<file path="src/rtl/hazard_pkg.sv">
// Shared forwarding-select encodings for the hazard scoreboard.
// HAZARD_FWD_EN enables forwarding in hazard_port_chk; when undefined, any pending write stalls.
package hazard_pkg;

  localparam logic [1:0] FWD_RF    = 2'b00;
  localparam logic [1:0] FWD_EXMEM = 2'b01;
  localparam logic [1:0] FWD_MEMWB = 2'b10;

  // A result one cycle from writeback sits in MEM/WB; two cycles away it sits in EX/MEM.
  function automatic logic [1:0] fwd_for_remaining(input int unsigned remaining);
    case (remaining)
      1:       return FWD_MEMWB;
      2:       return FWD_EXMEM;
      default: return FWD_RF;
    endcase
  endfunction

endpackage

</file>
<file path="src/rtl/hazard_port_chk.sv">
// Per-read-port RAW check against the pending-write countdowns.
// Macro HAZARD_FWD_EN selects forwarding; otherwise any pending write raises a stall.
module hazard_port_chk
  import hazard_pkg::*;
#(
  parameter int NREG = 16,
  parameter int LW   = 3,
  localparam int AW  = $clog2(NREG)
) (
  input  logic [AW-1:0]            addr,
  input  logic                     re,
  input  logic [NREG-1:0][LW-1:0]  cnt,
  output logic [1:0]               sel,
  output logic                     raw_stall
);

  logic [LW-1:0] pend;

  assign pend = cnt[addr];

  always_comb begin
    sel       = FWD_RF;
    raw_stall = 1'b0;
    if (re) begin
`ifdef HAZARD_FWD_EN
      if (32'(pend) >= 32'd3) raw_stall = 1'b1;
      else sel = fwd_for_remaining(32'(pend));
`else
      raw_stall = (pend != '0);
`endif
    end
  end

endmodule

</file>
<file path="src/rtl/hazard_scoreboard.sv">
// Register scoreboard: per-register write countdowns, RAW/WAW stall and forwarding select.
// Macro HAZARD_FWD_EN enables EX/MEM and MEM/WB forwarding; default build stalls on any pending write.
module hazard_scoreboard
  import hazard_pkg::*;
#(
  parameter int NREG   = 16,
  parameter int NRD    = 2,
  parameter int MAXLAT = 4,
  localparam int AW    = $clog2(NREG),
  localparam int LW    = $clog2(MAXLAT + 1)
) (
  input  logic                clk,
  input  logic                rst,
  input  logic                issue_valid,
  input  logic                issue_we,
  input  logic [AW-1:0]       issue_rd,
  input  logic [LW-1:0]       issue_lat,
  input  logic [NRD*AW-1:0]   src_addr,
  input  logic [NRD-1:0]      src_re,
  input  logic                flush,
  output logic                stall,
  output logic [2*NRD-1:0]    fwd_sel,
  output logic [15:0]         stall_cycles
);

  localparam logic [LW-1:0] ONE = LW'(1);

  logic [NREG-1:0][LW-1:0] cnt;
  logic [LW-1:0]           lat_eff;
  logic [NRD-1:0]          raw;
  logic                    waw;
  logic                    accept;

  always_comb begin
    lat_eff = issue_lat;
    if (issue_lat == '0) lat_eff = ONE;
    else if (32'(issue_lat) > MAXLAT) lat_eff = LW'(MAXLAT);
  end

  for (genvar i = 0; i < NRD; i++) begin : g_port
    hazard_port_chk #(
      .NREG (NREG),
      .LW   (LW)
    ) u_chk (
      .addr      (src_addr[i*AW +: AW]),
      .re        (src_re[i]),
      .cnt       (cnt),
      .sel       (fwd_sel[2*i +: 2]),
      .raw_stall (raw[i])
    );
  end

  // An older write finishing after this one would clobber the newer value.
  assign waw    = issue_valid & issue_we & (cnt[issue_rd] > lat_eff);
  assign stall  = issue_valid & ((|raw) | waw);
  assign accept = issue_valid & ~stall & ~flush;

  always_ff @(posedge clk or posedge rst) begin
    if (rst) begin
      cnt <= '0;
    end else begin
      for (int unsigned r = 0; r < NREG; r++) begin
        if (accept && issue_we && issue_rd == AW'(r)) cnt[r] <= lat_eff;
        else if (cnt[r] != '0) cnt[r] <= cnt[r] - ONE;
      end
    end
  end

  always_ff @(posedge clk or posedge rst) begin
    if (rst) stall_cycles <= '0;
    else if (stall && stall_cycles != 16'hFFFF) stall_cycles <= stall_cycles + 16'd1;
  end

endmodule

</file>
<file path="config.mk">
export PLATFORM = sky130hd
export DESIGN_NAME = hazard_scoreboard
export DESIGN_NICKNAME = d
export VERILOG_FILES = /design/src/rtl/hazard_pkg.sv /design/src/rtl/hazard_port_chk.sv /design/src/rtl/hazard_scoreboard.sv
export SDC_FILE = /design/constraint.sdc
export NUM_CORES = 1
export LEC_CHECK = 0
export ABC_AREA = 1
export BUFFER_PORTS_ARGS = -buffer_cell sky130_fd_sc_hd__buf_2
export CAP_MARGIN = 20
export CELL_PAD_IN_SITES_DETAIL_PLACEMENT = 1
export CELL_PAD_IN_SITES_GLOBAL_PLACEMENT = 1
export CORE_MARGIN = 10
export CORE_UTILIZATION = 45
export DETAILED_ROUTE_END_ITERATION = 16
export PLACE_DENSITY_LB_ADDON = 0.1
export REMOVE_ABC_BUFFERS = 1
export SYNTH_ARGS = -nofsm -noshare
export SYNTH_HDL_FRONTEND = slang
export SYNTH_SLANG_ARGS = --single-unit
</file>
<file path="constraint.sdc">
create_clock -name clk -period 5.29 [get_ports clk]
set_input_delay 0.2645 -clock clk [delete_from_list [all_inputs] [get_ports clk]]
set_output_delay 0.2645 -clock clk [all_outputs]
set_load 0.02 [all_outputs]
</file>
Yosys cells after proc, flatten, opt, wreduce, memory -nomap -nowiden. Cells that the tools add are included.

Bits in registers: 64. Bits of input ports: 22.

Add/subtract/negate cells: 17. Order comparisons: 5. Eq/ne operators: 16. Mux-type cells: 42. Bitwise logic cells: 8. Reduce and logical (&&, ||, !) cells: 55.

Operator list (number): 2-to-1 mux 3 bit (37); nonzero test 3 bit (18); subtractor 3 x 1 -> 3 bit (second input constant) (16); binary-select mux 3 bit (select 4 bit) (3); equality test 4 bit (second input constant) (8); nonzero test 2 bit (16); logical AND 1 bit (18); adder 16 x 1 -> 16 bit (second input constant) (1); equality test 4 x 3 -> 1 bit (second input constant) (4); inequality test 16 bit (second input constant) (1); < comparator 4 x 5 -> 1 bit (second input constant) (3); equality test 4 x 2 -> 1 bit (second input constant) (2); bitwise AND 1 bit (5); equality test 4 x 1 -> 1 bit (second input constant) (1); logical NOT 4 bit (1); greater-than comparator 3 bit (1); greater-than comparator 3 bit (second input constant) (1); logical NOT 3 bit (1); 2-to-1 mux 1 bit (2); NOT 1 bit (2); OR reduction 2 bit (1); bitwise OR 1 bit (1).

Logic depth before layout (Yosys ltp). Gate-level depths: netlist of the first run.

Depth after elaboration: 13. Mapped depth: 19. Gate-level depth less buffers: 17.

By module. Synthesis of the first run repeated with hierarchy kept, for this count alone.

Cell total of the unflattened synthesis: 776. Area, all modules: 5173.7 µm².

Modules (own cells, without submodules): hazard_scoreboard (times used 1, cells an instance 614, area each 4498.1 µm², seq. area each 1601.5 µm²); hazard_port_chk (times used 2, cells an instance 81, area each 337.8 µm², seq. area each 0.0 µm²).

Worst setup path after synthesis of the first run. OpenSTA, ideal clock, no wires.

Path kind: input -> register. From: in issue_rd[0]. To: reg cnt[47] (netlist bit). Setup time: 0.117 ns. Arrival: 2.432 ns. Data required time: 5.173 ns. Setup slack: 2.741 ns. Stages on the path: 18. Path buffers: 3. Path through: inv_1 -> nor2_1 -> inv_1 -> clkbuf_1 -> o22ai_1 -> o21ai_0 -> nand4_1 -> ha_1 -> a21oi_1 -> o21ai_0 -> nand4_1 -> nand2_1 -> nor2_4 -> buf_6 -> buf_12 -> nand3_4 -> o21ai_1 -> inv_1.

Longest elaborated chain between the ends: 12. Elaborated cells between the ends (all ways): 14.

Ends and longest elaborated chain: start, declared (RTL line hazard_scoreboard.sv:16) `input logic [AW-1:0] issue_rd,`; binary-select mux 3 bit (select 4 bit) (RTL line hazard_scoreboard.sv:54) `assign waw = issue_valid & issue_we & (cnt[issue_rd] > lat_eff);`; 2-to-1 mux 3 bit (implied by the code) (RTL line hazard_scoreboard.sv:54); greater-than comparator 3 bit (RTL line hazard_scoreboard.sv:54); bitwise AND 1 bit (RTL line hazard_scoreboard.sv:54); bitwise OR 1 bit (RTL line hazard_scoreboard.sv:55) `assign stall = issue_valid & ((|raw) | waw);`; bitwise AND 1 bit (RTL line hazard_scoreboard.sv:55); NOT 1 bit (RTL line hazard_scoreboard.sv:56) `assign accept = issue_valid & ~stall & ~flush;`; bitwise AND 1 bit (2 in a row) (RTL line hazard_scoreboard.sv:56); logical AND 1 bit (RTL line hazard_scoreboard.sv:63) `if (accept && issue_we && issue_rd == AW'(r)) cnt[r] <= lat_eff;`; logical AND 1 bit (*) (RTL line hazard_scoreboard.sv:63); 2-to-1 mux 3 bit or nonzero test 2 bit (tied branches); end signal, assigned by index (RTL line hazard_scoreboard.sv:63); end, declared (RTL line hazard_scoreboard.sv:28) `logic [NREG-1:0][LW-1:0] cnt;`.

Every way passes the cells marked *; elsewhere a longest branch is shown, timed or not. The select of a mux whose other input is x is not followed. A chain may end at the register's enable or synchronous reset.

Worst setup path in the final report of the first run.
From: reg cnt[44] (netlist bit). To: reg stall_cycles[0].

Longest elaborated chain between the ends: 8. Elaborated cells between the ends (all ways): 16.

Ends and longest elaborated chain: parallel branches: the longest is 5 deep, another holds greater-than comparator 3 bit; bitwise OR 1 bit (*) (RTL line hazard_scoreboard.sv:55); bitwise AND 1 bit (*) (RTL line hazard_scoreboard.sv:55); logical AND 1 bit (*) (RTL line hazard_scoreboard.sv:71) `else if (stall && stall_cycles != 16'hFFFF) stall_cycles <= stall_cycles + 16'd1;`; end signal, assigned (RTL line hazard_scoreboard.sv:71); end, declared (RTL line hazard_scoreboard.sv:23) `output logic [15:0] stall_cycles`.

Every way passes the cells marked *. The select of a mux whose other input is x is not followed.

==> reports/metrics.csv, run 1 <==
stage,metric,value,unit
placed_design,dp_hpwl,13500,microns
final_layout,final_common_cell,nand2_1,
setup_path,crit_family,simple AND/OR/NAND/NOR gates,
die,die_w,130,microns
global_route,grt_pass1_vias,5660,
setup_path,crit_path_end_kind,register,
clock_tree,cts_root_buffer,clkbuf_16,
logic_synthesis,synth_cells,801,
die,die_y,130,microns
clock_tree,cts_resized,0,
placed_design,dpl_cell_area,5630,sq um
setup_path,start_kind,register,
die,die-area,16800,sq um
status,status,completed,
sta,fin_crit_sh,68.3,%
global_route,antenna_found_initial,0,
drt,via_per_inst,5.48,
logic_synthesis,ys_ff_latch,64,
final_layout,drive_above_1_share,10.6,%
sta,slew_headroom,41.5,%
placed_design,gp_congestion,0.897,
drt,drt_first_pass_iters,5,
drt,final_antenna_net_count,0,
final_layout,fin_area,5970,sq um
setup_path,slowest_delay,0.62,ns
logic_synthesis,yosysUniqueCellTypes,35,
final_layout,final_core_util,51.4,%
global_route,grt.total_usage,21.8,%
die,initial_core_util,46.6,%
sta,min_period,3.61,ns
setup_path,critical_path.most_common_cell,nand2_1,
setup_path,arrival,3.84,ns
sta,finClkSkew,0.00507,ns
logic_synthesis,synth.cell_area,5410,sq um
setup_path,worst-path-buf-inv,2,
drt,drt_iter0_drc,301,
clock_tree,ctsHoldBuffers,0,
clock_tree,cts_setup_buffers,0,
drt,wire_per_inst,18.0,microns
setup_path,criticalPathCategory,reg -> reg,
pwr,ir_drop,304,uV
clock_tree,clk-insertion-delay-late,0.34,ns
final_layout,diodes,0,
sta,max_freq,277,MHz
clock_tree,clk_pin_slew_worst_paths,0.05,ns
clock_tree,cts_sinks,64,
global_route,grt_overflow_total,0,
setup_path,crit_path_top_delay_cell,nor2_4,
hold_path,hp-class,in -> async,
drt,drc,0,
logic_synthesis,syn-mean-instance-area,6.75,sq um
clock_tree,cts_inserted_buffers,9,
setup_path,crit_path_max_fanout,21,
drt,routed_wl,17600,microns
flow_run,cap_viol_max_count,0,
pwr,p_leak,3.22,nW
die,fp-row-count,39,
global_route,grt_start_max_net_pins,65,
clock_tree,htree_levels,3,
sta,setup_viol,0,
sta,final_max_slew_viol_count,0,
clock_tree,cts_tree,built,
final_layout,final_cell_mix,"nand2_1, inv_1, nand3_1, nor2_1, dfrtp_1",
setup_path,crit_required,5.52,ns
placed_design,port_buffers,38,
sta,final_hold_viol_count,0,
sta,tightestPinTransition,0.877,ns
logic_synthesis,yosysSeqAreaShare,29.6,%
setup_path,path_cells,inv_1 > o22ai_1 > o21ai_0 > nand4_1 > ha_1 > a21oi_1 > o21ai_0 > nand4_1 > nand2_1 > nor2_4 > nor2_4 > nand2_1 > inv_2 > nand2_1 > nand2_1,
sta,rsz0062_at_grt,false,
drt,vias,5366,
final_layout,area_growth,10.3,%
final_layout,nets,889,
global_route,grt_pass1_wl,29000,microns
final_layout,fill_cells,1571,
sta,final.setup.tns,0,ns
pwr,powerDensity,552,nW/um^2
clock_tree,cts_buffer_depth,2,
die,io_pins,43,
logic_synthesis,yosys_warnings,0,
die,coreArea,11600,sq um
-- worst paths after layout --
| kind | start | end | slack [ns] | cells after the start |
|---|---|---|---|---|
| max in group asynchronous | rst | cnt[26] | 4.54 | 3 |
| min in group clk | issue_lat[1] | cnt[43] | 0.24 | 3 |
| worst min-delay path | rst | cnt[20] | 0.18 | 3 |
| worst min register to register | cnt[7] | cnt[7] | 0.52 | 2 |
| worst max register to register | cnt[44] | stall_cycles[0] | 1.68 | 15 |
| worst max-delay path | cnt[44] | stall_cycles[0] | 1.68 | 15 |
-- worst reg2reg max path, delay by kind of cell, from the launching register on --
family / cells / cell delay, ns
buffers and inverters: 2 / 0.49
AO/OA/AOI/OAI: 4 / 0.59
AND/OR/NAND/NOR: 8 / 1.67
flip-flops: 1 / 0.39
adder cells (fa/ha/maj): 1 / 0.34
-- where the power goes --
group	leakage [nW]	internal (mW)	total [mW]	switching [mW]
clock	0.159	0.439	0.665	0.226
sequential	0.791	0.708	0.870	0.162
combinational	2.27	0.633	1.76	1.13
total	3.22	1.78	3.30	1.52
-- synthesized netlist by cell type --
cell type  instances  area (sq um)
clkbuf_1           6          22.5
nand3_4            7           123
buf_2              5          25.0
nor2_2             1          6.26
buf_1              1          3.75
inv_6              1          8.76
a21oi_1           20           100
buf_4              7          52.6
a22oi_1            2          15.0
nand4_1           15          93.8
buf_6              5          56.3
nand3_1           94           470
buf_12             1          20.0
or4_1              1          7.51
nand2_2            2          12.5
nor2_1            72           270
nor2_4             2          22.5
dfrtp_1           64          1600
or2_2             14          87.6
ha_1              36           450
inv_1            120           450
conb_1             1          3.75
o21ai_0           47           235
xnor2_1           10          87.6
o22ai_1           20           125
a221oi_1           1          8.76
nand3_2            1          10.0
o21ai_1            9          45.0
nor4_1             1          6.26
nand2_1          207           777
inv_2              3          11.3
xor2_1            17           149
nand3b_1           1          7.51
nor3_1             5          25.0
o221ai_1           2          17.5
-- stage by stage --
step	hold WS, ns	total power, mW	std cells	worst slack (ns)
final	0.185	3.30	979	1.68
after floorplan	0.383	2.12	779	2.28
after detailed placement	0.505	2.62	963	1.46
after CTS	0.219	3.32	979	1.69
after global routing	0.264	3.63	979	1.38
after global placement	0.498	2.49	963	1.63
-- area by class of cell --
class,count,area (sq um),share of cell area [%]
clock inverter,4,76.3,1.28
tap,143,179,3.00
multi-input combinational,591,3170,53.1
timing repair buffer,41,213,3.56
inverter,124,470,7.88
sequential,64,1600,26.8
clock buffer,12,256,4.30
-- per-layer routing --
metal	global-route usage [%]	part of all wire (%)	vias up	wire length [microns]
met5	0	0	-	0
met4	9.46	2.7	0	476
met3	2.69	4.5	33	790
met2	37.6	50	99	8720
met1	26.7	43	2609	7600
li1	-	-	2625	-
-- sequential cells by signal (all words and copies together), names as in the netlist --
signal	count
cnt	48
stall_cycles	16
-- cell families after synthesis --
kind of cell | count (synthesis) | share of synthesized area, %
AOI/OAI and AO/OA | 101 | 10.1
and+or+nand+nor | 423 | 35.5
DFF | 64 | 29.6
xor gates and xnor gates | 27 | 4.37
other | 1 | 0.0693
buffers and inverters | 149 | 12.0
adders and majority gates | 36 | 8.33
No activity file was read; power rests on OpenSTA's default activity.
==> run 2: changes to the inputs <==
Settings changed: ABC_AREA 1 to 0, CORE_UTILIZATION 45 to 44.
Clock period 5.29 ns to 3.3 ns, I/O delays scaled along.
==> run 2 against run 1 <==
The run now ends with negative setup slack left. Worst setup slack worse by 1.9 ns. Core utilization up 5.4 points. Hold slack worse by 0.16 ns. Critical endpoint is now stall.
==> reports/metrics.csv, run 2 <==
stage,metric,value,unit,change
sta,rsz0062_at_grt,true,,
setup_path,slowest_delay,0.53,ns,-0.09 ns
final_layout,seqCellArea,1600,sq um,unchanged
die,initial_core_util,45.7,%,-0.90 points
placed_design,port_buffers,38,,unchanged
drt,wire_per_inst,21.5,microns,+20%
die,die_y,127,microns,-2.2%
logic_synthesis,ys_ff_latch,64,,unchanged
setup_path,crit_cells,10,,-5
pwr,powerDensity,912,nW/um^2,+65%
logic_synthesis,post-synth-top-area-cell,dfrtp_1,,
global_route,grt.total_usage,19.5,%,-2.2 points
logic_synthesis,synth_common_cells,"dfrtp_1, mux2i_1, inv_1",,
final_layout,final_cell_mix,"buf_4, dfrtp_1, mux2i_1, inv_1, buf_2",,
logic_synthesis,synth_top_area_share,31.9,%,+2.3 points
final_layout,final_common_cell,buf_4,,
clock_tree,htree_levels,3,,unchanged
logic_synthesis,yosysSeqAreaShare,31.9,%,+2.3 points
placed_design,dp_hpwl,11500,microns,-15%
sta,setup_slack,-0.221,ns,-1.90 ns
setup_path,worst-path-buf-inv,2,,unchanged
setup_path,crit_path_end_kind,output port,,
sta,finClkSkew,0.00730,ns,+0.00223 ns
pwr,p_leak,2.88,nW,-11%
final_layout,multi_input_area,3150,sq um,-0.63%
logic_synthesis,synth.cell_area,5020,sq um,-7.3%
final_layout,largest_reg_flops,48,,unchanged
die,io_pins,43,,unchanged
setup_path,arrival,3.36,ns,-0.48 ns
logic_synthesis,synth_cells,479,,-40%
clock_tree,clk_pin_slew_worst_paths,0.06,ns,about the same
setup_path,crit_path_top_delay_cell,mux4_2,,
sta,max_freq,284,MHz,
drt,drc,0,,unchanged
status,status,finished with violations,,
clock_tree,clk-insertion-delay-late,0.34,ns,about the same
drt,final_antenna_net_count,0,,unchanged
global_route,antenna_found_initial,0,,unchanged
final_layout,fill_cells,1207,,-23%
global_route,grt_overflow_total,0,,unchanged
setup_path,reg2reg_depth,9,,-6
setup_path,crit_required,3.13,ns,-2.39 ns
setup_path,crit_family,multiplexers,,
final_layout,diodes,0,,unchanged
logic_synthesis,ys_async_sr_fraction,100,%,unchanged
logic_synthesis,yosys_warnings,0,,unchanged
pwr,ir_drop,362,uV,+19%
flow_run,cap_viol_max_count,0,,unchanged
logic_synthesis,yosysUniqueCellTypes,45,,+29%
sta,min_period,3.52,ns,
final_layout,nets,641,,-28%
drt,routed_wl,15700,microns,-11%
status,violations,negative setup slack,,
setup_path,critical_path.most_common_cell,mux4_2,,
setup_path,start_kind,register,,
logic_synthesis,synth_ff_type,dfrtp_1,,
final_layout,largest_registers,"cnt x48, stall_cycles x16",,
clock_tree,cts_tree,built,,
hold_path,hp-class,in -> async,,
sta,slew_headroom,38.2,%,-3.4 points
global_route,grt_start_max_net_pins,41,,-37%
die,fp-row-count,38,,-2.6%
clock_tree,cts_buffer_depth,2,,unchanged
clock_tree,cts_inserted_buffers,9,,unchanged
placed_design,gp_congestion,0.852,,-5.0%
sta,final_hold_viol_count,0,,unchanged
die,die_w,127,microns,-2.2%
drt,via_per_inst,5.63,,+2.8%
logic_synthesis,syn-mean-instance-area,10.5,sq um,+55%
placed_design,pre_cts_slack,-0.556,ns,-2.02 ns
drt,vias,4101,,-24%
final_layout,area_growth,24.4,%,
clock_tree,cts_root_buffer,clkbuf_16,,
setup_path,criticalPathCategory,reg -> out,,
die,die-area,16100,sq um,-4.4%
setup_path,path_cells,mux4_2 > mux4_2 > ha_4 > a21o_1 > a21oi_2 > a311oi_2 > or4_4 > buf_12 > and2_4 > buf_6,,
logic_synthesis,synth-edff-count,0,,unchanged
placed_design,dpl_cell_area,5750,sq um,+2.0%
final_layout,largest_register,cnt,,
final_layout,fin_area,6240,sq um,+4.6%
die,coreArea,11000,sq um,-5.4%
drt,drt_iter0_drc,188,,-38%
sta,tightestPinTransition,0.926,ns,+0.0491 ns
global_route,grt_pass1_wl,25000,microns,-14%
clock_tree,ctsHoldBuffers,0,,unchanged
logic_synthesis,synth_most_common_cell,dfrtp_1,,
global_route,grt_pass1_vias,4512,,-20%
logic_synthesis,synth_area_leaders,"dfrtp_1, mux2i_1, ha_1, mux4_2, xnor2_1",,
clock_tree,cts_sinks,64,,unchanged
setup_path,crit_path_max_fanout,7,,-67%
sta,final_max_slew_viol_count,0,,unchanged
sta,fin_crit_sh,107,%,
final_layout,drive_above_1_share,31.3,%,+21 points
sta,setup_viol,47,,+47
drt,drt_first_pass_iters,4,,-1
[run 2: cell types whose count changed in the layout (fill, tap and decap cells not counted), moves of 17 or more]
cell | previous run | this run
o21ai_0 | 47 | 17
xor2_1 | 17 | 0
nand2b_1 | 0 | 24
mux2i_1 | 0 | 61
xnor2_1 | 10 | 31
mux4_2 | 0 | 18
inv_1 | 119 | 39
nand2_1 | 207 | 27
o22ai_1 | 20 | 0
nand3_1 | 94 | 4
nor2_1 | 71 | 21
buf_4 | 3 | 76
[run 2: report_power, final]
part / switching (mW) / internal [mW]
Combinational: 1.67 / 1.56
Clock: 0.368 / 0.681
Sequential: 0.262 / 1.15
[run 2: layer usage]
| metal | part of all wire [%] | wire (microns) | GRT usage (%) |
|---|---|---|---|
| met2 | 50 | 7900 | 33.7 |
| met1 | 43 | 6750 | 23.9 |
| met3 | 4.6 | 713 | 3.25 |
| met4 | 2.0 | 306 | 6.90 |
| met5 | 0 | 0 | 0 |
[run 2: layout make-up]
type / count / area share [%]
multi-input cells: 347 / 50.5
well taps: 140 / 2.81
repair buffers: 118 / 13.3
inverters: 43 / 2.59
clock inverters: 5 / 1.28
clock buffers: 11 / 3.89
flip-flops and latches: 64 / 25.7
[run 2: through the flow]
stage          instances  power (mW)  util (%)  hold slack (ns)  TNS (ns)
2_1_floorplan        454        3.20         -            0.330     -3.88
3_3_place_gp         702        4.26      52.3            0.413    -17.30
3_5_place_dp         702        4.45      52.3            0.418    -22.68
4_1_cts              725        5.66      56.3           0.0610     -7.46
5_1_grt              728        6.12      56.8           0.0940     -7.97
6_report             728        5.69      56.8           0.0212     -4.26
[run 2: worst paths after layout]
path | startpoint | endpoint | slack (ns)
setup / recovery | cnt[37] | stall | -0.22
hold / removal | rst | cnt[5] | 0.02
setup reg to reg | cnt[37] | cnt[30] | -0.21
hold reg to reg | stall_cycles[13] | stall_cycles[13] | 0.49
max in group asynchronous | rst | stall_cycles[12] | 2.36
min in group clk | issue_valid | stall_cycles[2] | 0.22
[run 2: timing repair]
| action | in CTS | in global routing |
|---|---|---|
| gates resized for setup | 15 | 10 |
| endpoints found under the hold margin | 0 | 0 |
| buffers inserted | 7 | 3 |
| pin swaps | 16 | 5 |
| setup endpoints to repair | 50 | 65 |
[run 2: kinds of logic (layout without fill, tap and decap cells)]
| logic type | after synthesis | in the layout | share of synthesized area [%] |
|---|---|---|---|
| XOR/XNOR | 31 | 31 | 5.41 |
| adder cells (fa/ha/maj) | 36 | 36 | 8.98 |
| multiplexers | 82 | 82 | 21.0 |
| AND/OR/NAND/NOR | 145 | 145 | 19.6 |
| AO/OA/AOI/OAI | 49 | 49 | 6.46 |
| other | 1 | 4 | 0.0748 |
| buffers and inverters | 71 | 177 | 6.63 |
| flip-flops | 64 | 64 | 31.9 |
